===== src/rtl/instr_loader_if.sv =====
// Byte-stream input and instruction-memory write port of the boot loader.
interface instr_loader_if;
  logic        rx_valid_ip;
  logic [7:0]  rx_data_ip;
  logic        rx_ready_op;
  logic        wr_req_op;
  logic [31:0] wr_addr_op;
  logic [31:0] wr_data_op;
  logic        wr_gnt_ip;

  // Loader side.
  modport master (
    input  rx_valid_ip,
    input  rx_data_ip,
    output rx_ready_op,
    output wr_req_op,
    output wr_addr_op,
    output wr_data_op,
    input  wr_gnt_ip
  );

  // Stream source / memory side.
  modport slave (
    output rx_valid_ip,
    output rx_data_ip,
    input  rx_ready_op,
    input  wr_req_op,
    input  wr_addr_op,
    input  wr_data_op,
    output wr_gnt_ip
  );
endinterface


===== src/rtl/instr_loader.sv =====
// Boot-time program loader: parses header / payload / checksum from a byte
// stream, writes little-endian words to instruction memory and releases the
// core only once the whole image has been verified.
module instr_loader #(
  parameter logic [31:0] START_ADDR = 32'h0,
  parameter int unsigned MAX_WORDS  = 127
) (
  input  logic           clock,
  input  logic           reset,
  instr_loader_if.master bus,
  output logic           core_hold_op,
  output logic           mem_en_op,
  output logic           done_op,
  output logic           error_op,
  output logic [31:0]    words_loaded_op
);

  typedef enum logic [2:0] {StHdr, StData, StWrite, StCsum, StDone, StErr} state_e;

  state_e      state_q;
  logic [31:0] byte_idx_q;
  logic [31:0] n_q;
  logic [31:0] word_q;
  logic [31:0] words_q;
  logic [7:0]  csum_q;

  logic        accept;
  logic [31:0] n_nxt;
  logic [31:0] word_nxt;

  assign accept   = bus.rx_valid_ip && bus.rx_ready_op;
  // Bytes arrive LSB first, so shifting in from the top leaves them in place.
  assign n_nxt    = {bus.rx_data_ip, n_q[31:8]};
  assign word_nxt = {bus.rx_data_ip, word_q[31:8]};

  // Sequencer: stream parsing, word assembly, write handshake and verdict.
  always_ff @(posedge clock) begin
    if (!reset) begin
      state_q    <= StHdr;
      byte_idx_q <= 32'd0;
      n_q        <= 32'd0;
      word_q     <= 32'd0;
      words_q    <= 32'd0;
      csum_q     <= 8'd0;
    end else begin
      unique case (state_q)
        StHdr: begin
          if (accept) begin
            n_q <= n_nxt;
            if (byte_idx_q == 32'd3) begin
              byte_idx_q <= 32'd0;
              if (n_nxt > 32'(MAX_WORDS)) begin
                state_q <= StErr;
              end else if (n_nxt == 32'd0) begin
                state_q <= StCsum;
              end else begin
                state_q <= StData;
              end
            end else begin
              byte_idx_q <= byte_idx_q + 32'd1;
            end
          end
        end
        StData: begin
          if (accept) begin
            word_q <= word_nxt;
            csum_q <= csum_q ^ bus.rx_data_ip;
            if (byte_idx_q == 32'd3) begin
              byte_idx_q <= 32'd0;
              state_q    <= StWrite;
            end else begin
              byte_idx_q <= byte_idx_q + 32'd1;
            end
          end
        end
        StWrite: begin
          if (bus.wr_gnt_ip) begin
            words_q <= words_q + 32'd1;
            if (words_q + 32'd1 == n_q) begin
              state_q <= StCsum;
            end else begin
              state_q <= StData;
            end
          end
        end
        StCsum: begin
          if (accept) begin
            state_q <= (bus.rx_data_ip == csum_q) ? StDone : StErr;
          end
        end
        StDone, StErr: begin
        end
        default: state_q <= StErr;
      endcase
    end
  end

  // Outputs decoded from state; only rx_ready additionally sees reset.
  always_comb begin
    bus.rx_ready_op = reset && (state_q == StHdr || state_q == StData || state_q == StCsum);
    bus.wr_req_op   = (state_q == StWrite);
    bus.wr_addr_op  = 32'd0;
    bus.wr_data_op  = 32'd0;
    if (state_q == StWrite) begin
      bus.wr_addr_op = START_ADDR + {words_q[29:0], 2'b00};
      bus.wr_data_op = word_q;
    end
    done_op         = (state_q == StDone);
    error_op        = (state_q == StErr);
    mem_en_op       = (state_q == StDone);
    core_hold_op    = (state_q != StDone);
    words_loaded_op = words_q;
  end

endmodule

===== src/flat_wrapper.sv =====
// flat-port wrapper written by rule: the top's interface ports become plain ports
module instr_loader_flat 
#(
  parameter logic [31:0] START_ADDR = 32'h0,
  parameter int unsigned MAX_WORDS  = 127
)
  (clock, reset, core_hold_op, mem_en_op, done_op, error_op, words_loaded_op, bus_rx_valid_ip, bus_rx_data_ip, bus_rx_ready_op, bus_wr_req_op, bus_wr_addr_op, bus_wr_data_op, bus_wr_gnt_ip);
  instr_loader_if bus_i ();
  input  logic clock;
  input  logic reset;
  output logic core_hold_op;
  output logic mem_en_op;
  output logic done_op;
  output logic error_op;
  output logic [31:0] words_loaded_op;
  input wire logic [$bits(bus_i.rx_valid_ip)-1:0] bus_rx_valid_ip;
  input wire logic [$bits(bus_i.rx_data_ip)-1:0] bus_rx_data_ip;
  output wire logic [$bits(bus_i.rx_ready_op)-1:0] bus_rx_ready_op;
  output wire logic [$bits(bus_i.wr_req_op)-1:0] bus_wr_req_op;
  output wire logic [$bits(bus_i.wr_addr_op)-1:0] bus_wr_addr_op;
  output wire logic [$bits(bus_i.wr_data_op)-1:0] bus_wr_data_op;
  input wire logic [$bits(bus_i.wr_gnt_ip)-1:0] bus_wr_gnt_ip;
  assign bus_i.rx_valid_ip = bus_rx_valid_ip;
  assign bus_i.rx_data_ip = bus_rx_data_ip;
  assign bus_rx_ready_op = bus_i.rx_ready_op;
  assign bus_wr_req_op = bus_i.wr_req_op;
  assign bus_wr_addr_op = bus_i.wr_addr_op;
  assign bus_wr_data_op = bus_i.wr_data_op;
  assign bus_i.wr_gnt_ip = bus_wr_gnt_ip;
  instr_loader #(.START_ADDR(START_ADDR), .MAX_WORDS(MAX_WORDS)) u_core (.clock(clock), .reset(reset), .bus(bus_i), .core_hold_op(core_hold_op), .mem_en_op(mem_en_op), .done_op(done_op), .error_op(error_op), .words_loaded_op(words_loaded_op));
endmodule

===== config.mk =====
export PLATFORM = sky130hd
export DESIGN_NAME = instr_loader_flat
export DESIGN_NICKNAME = d
export VERILOG_FILES = /design/src/rtl/instr_loader_if.sv /design/src/rtl/instr_loader.sv /design/src/flat_wrapper.sv
export SDC_FILE = /design/constraint.sdc
export NUM_CORES = 1
export LEC_CHECK = 0
export BUFFER_PORTS_ARGS = -buffer_cell sky130_fd_sc_hd__buf_2
export CORE_MARGIN = 3
export CORE_UTILIZATION = 60
export DETAILED_ROUTE_END_ITERATION = 6
export GPL_TIMING_DRIVEN = 0
export PLACE_DENSITY = 0.84
export REMOVE_ABC_BUFFERS = 1
export SYNTH_ARGS = -nofsm -noshare
export SYNTH_HDL_FRONTEND = slang
export SYNTH_SLANG_ARGS = --single-unit

===== constraint.sdc =====
create_clock -name clock -period 4.8 [get_ports clock]
set_input_delay 0.24 -clock clock [delete_from_list [all_inputs] [get_ports clock]]
set_output_delay 0.24 -clock clock [all_outputs]
set_load 0.02 [all_outputs]

==> key figures <==
Critical path
  – Worst setup path startpoint: u_core.words_loaded_op[0]$_SDFFE_PN0P_
  – Required time of the worst setup path: 5.17 ns
  – R2R cell count: 7
  – Startpoint Class: register
  – Series of cell instances along the critical path: ha_1 -> nand3_1 -> or4_2 -> xnor2_1 -> or4_1 -> nor4_1 -> a41o_1
  – Stage delay of the slowest cell on the critical path: 0.68 ns
  – Setup slack of the worst register-to-register path: about 1.6 ns
  – Library cell contributing the largest single delay on the critical path: or4_2
  – CP Data Arrival Time: 3.53 ns
  – Launch instance of the worst register-to-register path: u_core.words_loaded_op[0]$_SDFFE_PN0P_
  – Reg2Reg Capture Point: u_core.state_q[1]$_SDFFE_PN0P_
  – Capture point of the critical path: u_core.state_q[1]$_SDFFE_PN0P_
  – Kind of end point of the critical path: register
  – Crit Path Class: register to register
  – Biggest fanout along the worst timing path: 11

Placement
  – Cell area after placement: roughly 7700 um2
  – Number of input and output port buffers inserted: about 110
  – Post-detail-place hpwl: approximately 12 mm
  – GP Congestion: roughly 0.9

Routing
  – Via count normalized by instance count: 5.65
  – Total via count in the routed design: 6,502
  – Number of DRC violations after detailed routing: 0
  – DRT Wirelength: around 17 mm
  – Initial DRT Pass Iterations: 5
  – Initial drt markers: ~470
  – Routed length per instance: 14.9 um
  – Post-detailed-route count of antenna-violating nets: 0

Timing
  – Setup repair after global routing missed its margin: no
  – Slew headroom: 23.6%
  – Highest clock rate: 316 MHz
  – Final setup vio count: 0
  – Final number of hold-violating endpoints: 0
  – Post-layout minimum cycle time: around 3.2 ns
  – Transition time at the pin with the least slew margin: between 1 and 1.5 ns
  – Final-layout worst hold slack: 0.0983 ns
  – Pins over their slew limit: 0
  – Post-route clock period utilization: 65.9%
  – Clk_skew: around 0.0068 ns

Floorplanning
  – Overall die width: between 100 and 150 um
  – Core Footprint: approximately 12,000 um2
  – Die Span Y: 115 um
  – Floorplan row count: 39
  – Floorplan die area: between 10,000 and 15,000 um2
  – Initial Utilization: 62.1%
  – Ports placed on the boundary: between 100 and 150

Yosys
  – Register bit total from synthesis: 139
  – Cell taking the most area after synthesis: dfxtp_1
  – Dominant cells by area after synthesis: dfxtp_1, nand2_1, xor2_1, xnor2_1, and2_1
  – Flip-flop cell with the highest count after synthesis: dfxtp_1
  – Sequential fraction of the synthesis area: around two fifths
  – Average size of a mapped cell: slightly below 8 um2
  – Synth Cell Area: around 7200 um2
  – Cell variety after synth: a little over 60
  – Proportion of synthesized flip-flops having asynchronous set or reset: 0%
  – Yosys warns: 0
  – Number of enable flip-flop cells after synthesis: 0
  – Gate Count Post-Synth: ~900
  – Yosys top cell area share: about two fifths

Power and ir drop
  – P per Cell Area: roughly 320 nW/um2
  – Peak supply drop: approximately 0.00023 V
  – Leakage: 3.36 nW

Clock network
  – Inserted Clock Buffers: 17
  – Cell chosen for the clock root: clkbuf_16
  – Total of hold buffers inserted after clock tree synthesis: 0
  – Post CTS Setup Buffer Count: 0
  – Clock insertion delay at the later pin of the skew report: approximately 0.42 ns
  – TritonCTS clock tree: done
  – Total number of H-tree levels: 4
  – Count of instances resized after the clock tree is built: 0
  – Number of buffers on the longest clock path: 2
  – Sinks on Clock Net: around 140
  – Clock-pin slew reported for the worst setup and hold paths after clock tree synthesis: roughly 0.060 ns

Worst hold path
  – Worst hold path type: input pin to register
  – Launch point of the worst hold path: bus_rx_data_ip[4]

Layout
  – Fillers: 900
  – Ant. Diodes: 0
  – Final net count: ~1,000
  – Syn-to-layout area delta: 16.2%
  – Fraction of final layout cells with drive strength greater than 1: 16.7%
  – Post-route design area: between 8000 and 9000 um2

Global route
  – Via count of the first global-routing pass: ~6,000
  – Maximum number of pins on one net before global-route repair: 79
  – Leftover overflow at the end of global routing: 0
  – Number of antenna violations at the first check in global routing: 0
  – Overall global routing resource usage: a little over a quarter
  – Global-route wire length before repair: about 28 mm

Flow run
  – Number of max-cap violations: 0

Outcome
  – Result of the run: finished clean
==> worst max-delay path: cells and delay by family, from the launching register on <==
family / cells / cell delay (ns)
and+or+nand+nor: 4 / 1.76
adders and majority gates: 1 / 0.37
DFF: 1 / 0.58
AOI/OAI and AO/OA: 1 / 0.24
xor gates and xnor gates: 1 / 0.16
==> registers in the layout, summed over array words and instances, names as in the netlist <==
signal	flops
u_core.word_q	32
u_core.byte_idx_q	32
u_core.state_q	3
u_core.csum_q	8
u_core.n_q	32
u_core.words_loaded_op	32
==> per-stage QoR <==
step / cells / util, % / power [mW] / TNS, ns / worst slack, ns
floorplan: 860 / - / 1.24 / -0.378 / -0.235
global placement: 1114 / 65.8 / 1.26 / -76.44 / -2.50
detailed placement: 1118 / 66.4 / 1.26 / 0 / 1.70
CTS: 1150 / 72.2 / 2.72 / 0 / 1.65
global route: 1150 / 72.2 / 2.78 / 0 / 1.54
finish: 1150 / 72.2 / 2.71 / 0 / 1.64
==> power breakdown <==
group          total, mW  switching, mW  internal [mW]  leakage, nW
clock               1.47          0.516          0.953        0.316
sequential          1.17        0.00813           1.16         1.12
combinational     0.0733         0.0512         0.0221         1.92
total               2.71          0.575           2.13         3.36
==> synth_stat cells, types with 2 or more instances <==
cell,count
nand2_1,178
dfxtp_1,139
nor2_1,89
a21oi_1,83
and2_1,67
xor2_1,67
xnor2_1,48
clkbuf_1,40
nand3_1,27
nand4_1,22
nor4_1,22
nor3_1,17
or3_1,12
and3_1,10
o21ai_0,10
buf_4,8
and4_1,7
inv_1,7
a31oi_1,5
buf_1,5
buf_6,4
ha_1,3
mux2i_1,3
a221oi_1,2
a22o_1,2
and4_2,2
buf_2,2
nand2b_1,2
nor3_2,2
nor3b_1,2
nor4b_1,2
or2_2,2
or3_2,2
==> final cells by class <==
cell class	count	area, um2	area share, %
timing repair buffer	115	617	7.39
clock buffer	19	453	5.43
sequential	139	2780	33.3
clock inverter	13	213	2.55
inverter	8	32.5	0.390
tap	143	179	2.14
multi-input combinational	713	4070	48.8
==> logic make-up after synthesis <==
group	after synthesis	share of synthesized area, %
simple gates	479	33.1
flops	139	38.7
xor+xnor	115	14.0
compound gates	111	8.41
buf+inv	70	4.74
fa+ha+maj	3	0.522
mux	3	0.418
other cells	1	0.0522
==> cells in the final DEF (no fill, tap or decap), drive strengths merged, types with 5 or more instances in the layout <==
cell	n
clkbuf	19
bufinv	5
nor2	89
o21ai	11
xnor2	48
nand2	178
a21oi	83
and2	68
inv	10
or3	14
nand4	23
nor4	22
nand3	28
and3	11
xor2	67
nor3	20
and4	9
dfxtp	139
a31oi	5
buf	115
==> how the worst min path moves through the flow <==
stage | slack [ns] | cells after the start | endpoint
after floorplan | 0.38 | 2 | u_core.n_q[26]$_SDFFE_PN0P_
after global placement | 0.44 | 2 | u_core.word_q[2]$_SDFFE_PN0P_
after detailed placement | 0.44 | 2 | u_core.word_q[0]$_SDFFE_PN0P_
after CTS | 0.09 | 3 | u_core.n_q[28]$_SDFFE_PN0P_
after global routing | 0.11 | 3 | u_core.n_q[26]$_SDFFE_PN0P_
final | 0.1 | 3 | u_core.n_q[28]$_SDFFE_PN0P_
==> metal layers <==
metal,vias to the layer above,GRT usage (%),share of wire (%)
met5,-,0,0
met4,0,9.31,2.1
met3,29,6.58,5.9
met2,191,42.6,47
met1,3041,33.7,45
li1,3241,-,-
Power figures use the tool's default switching activity.
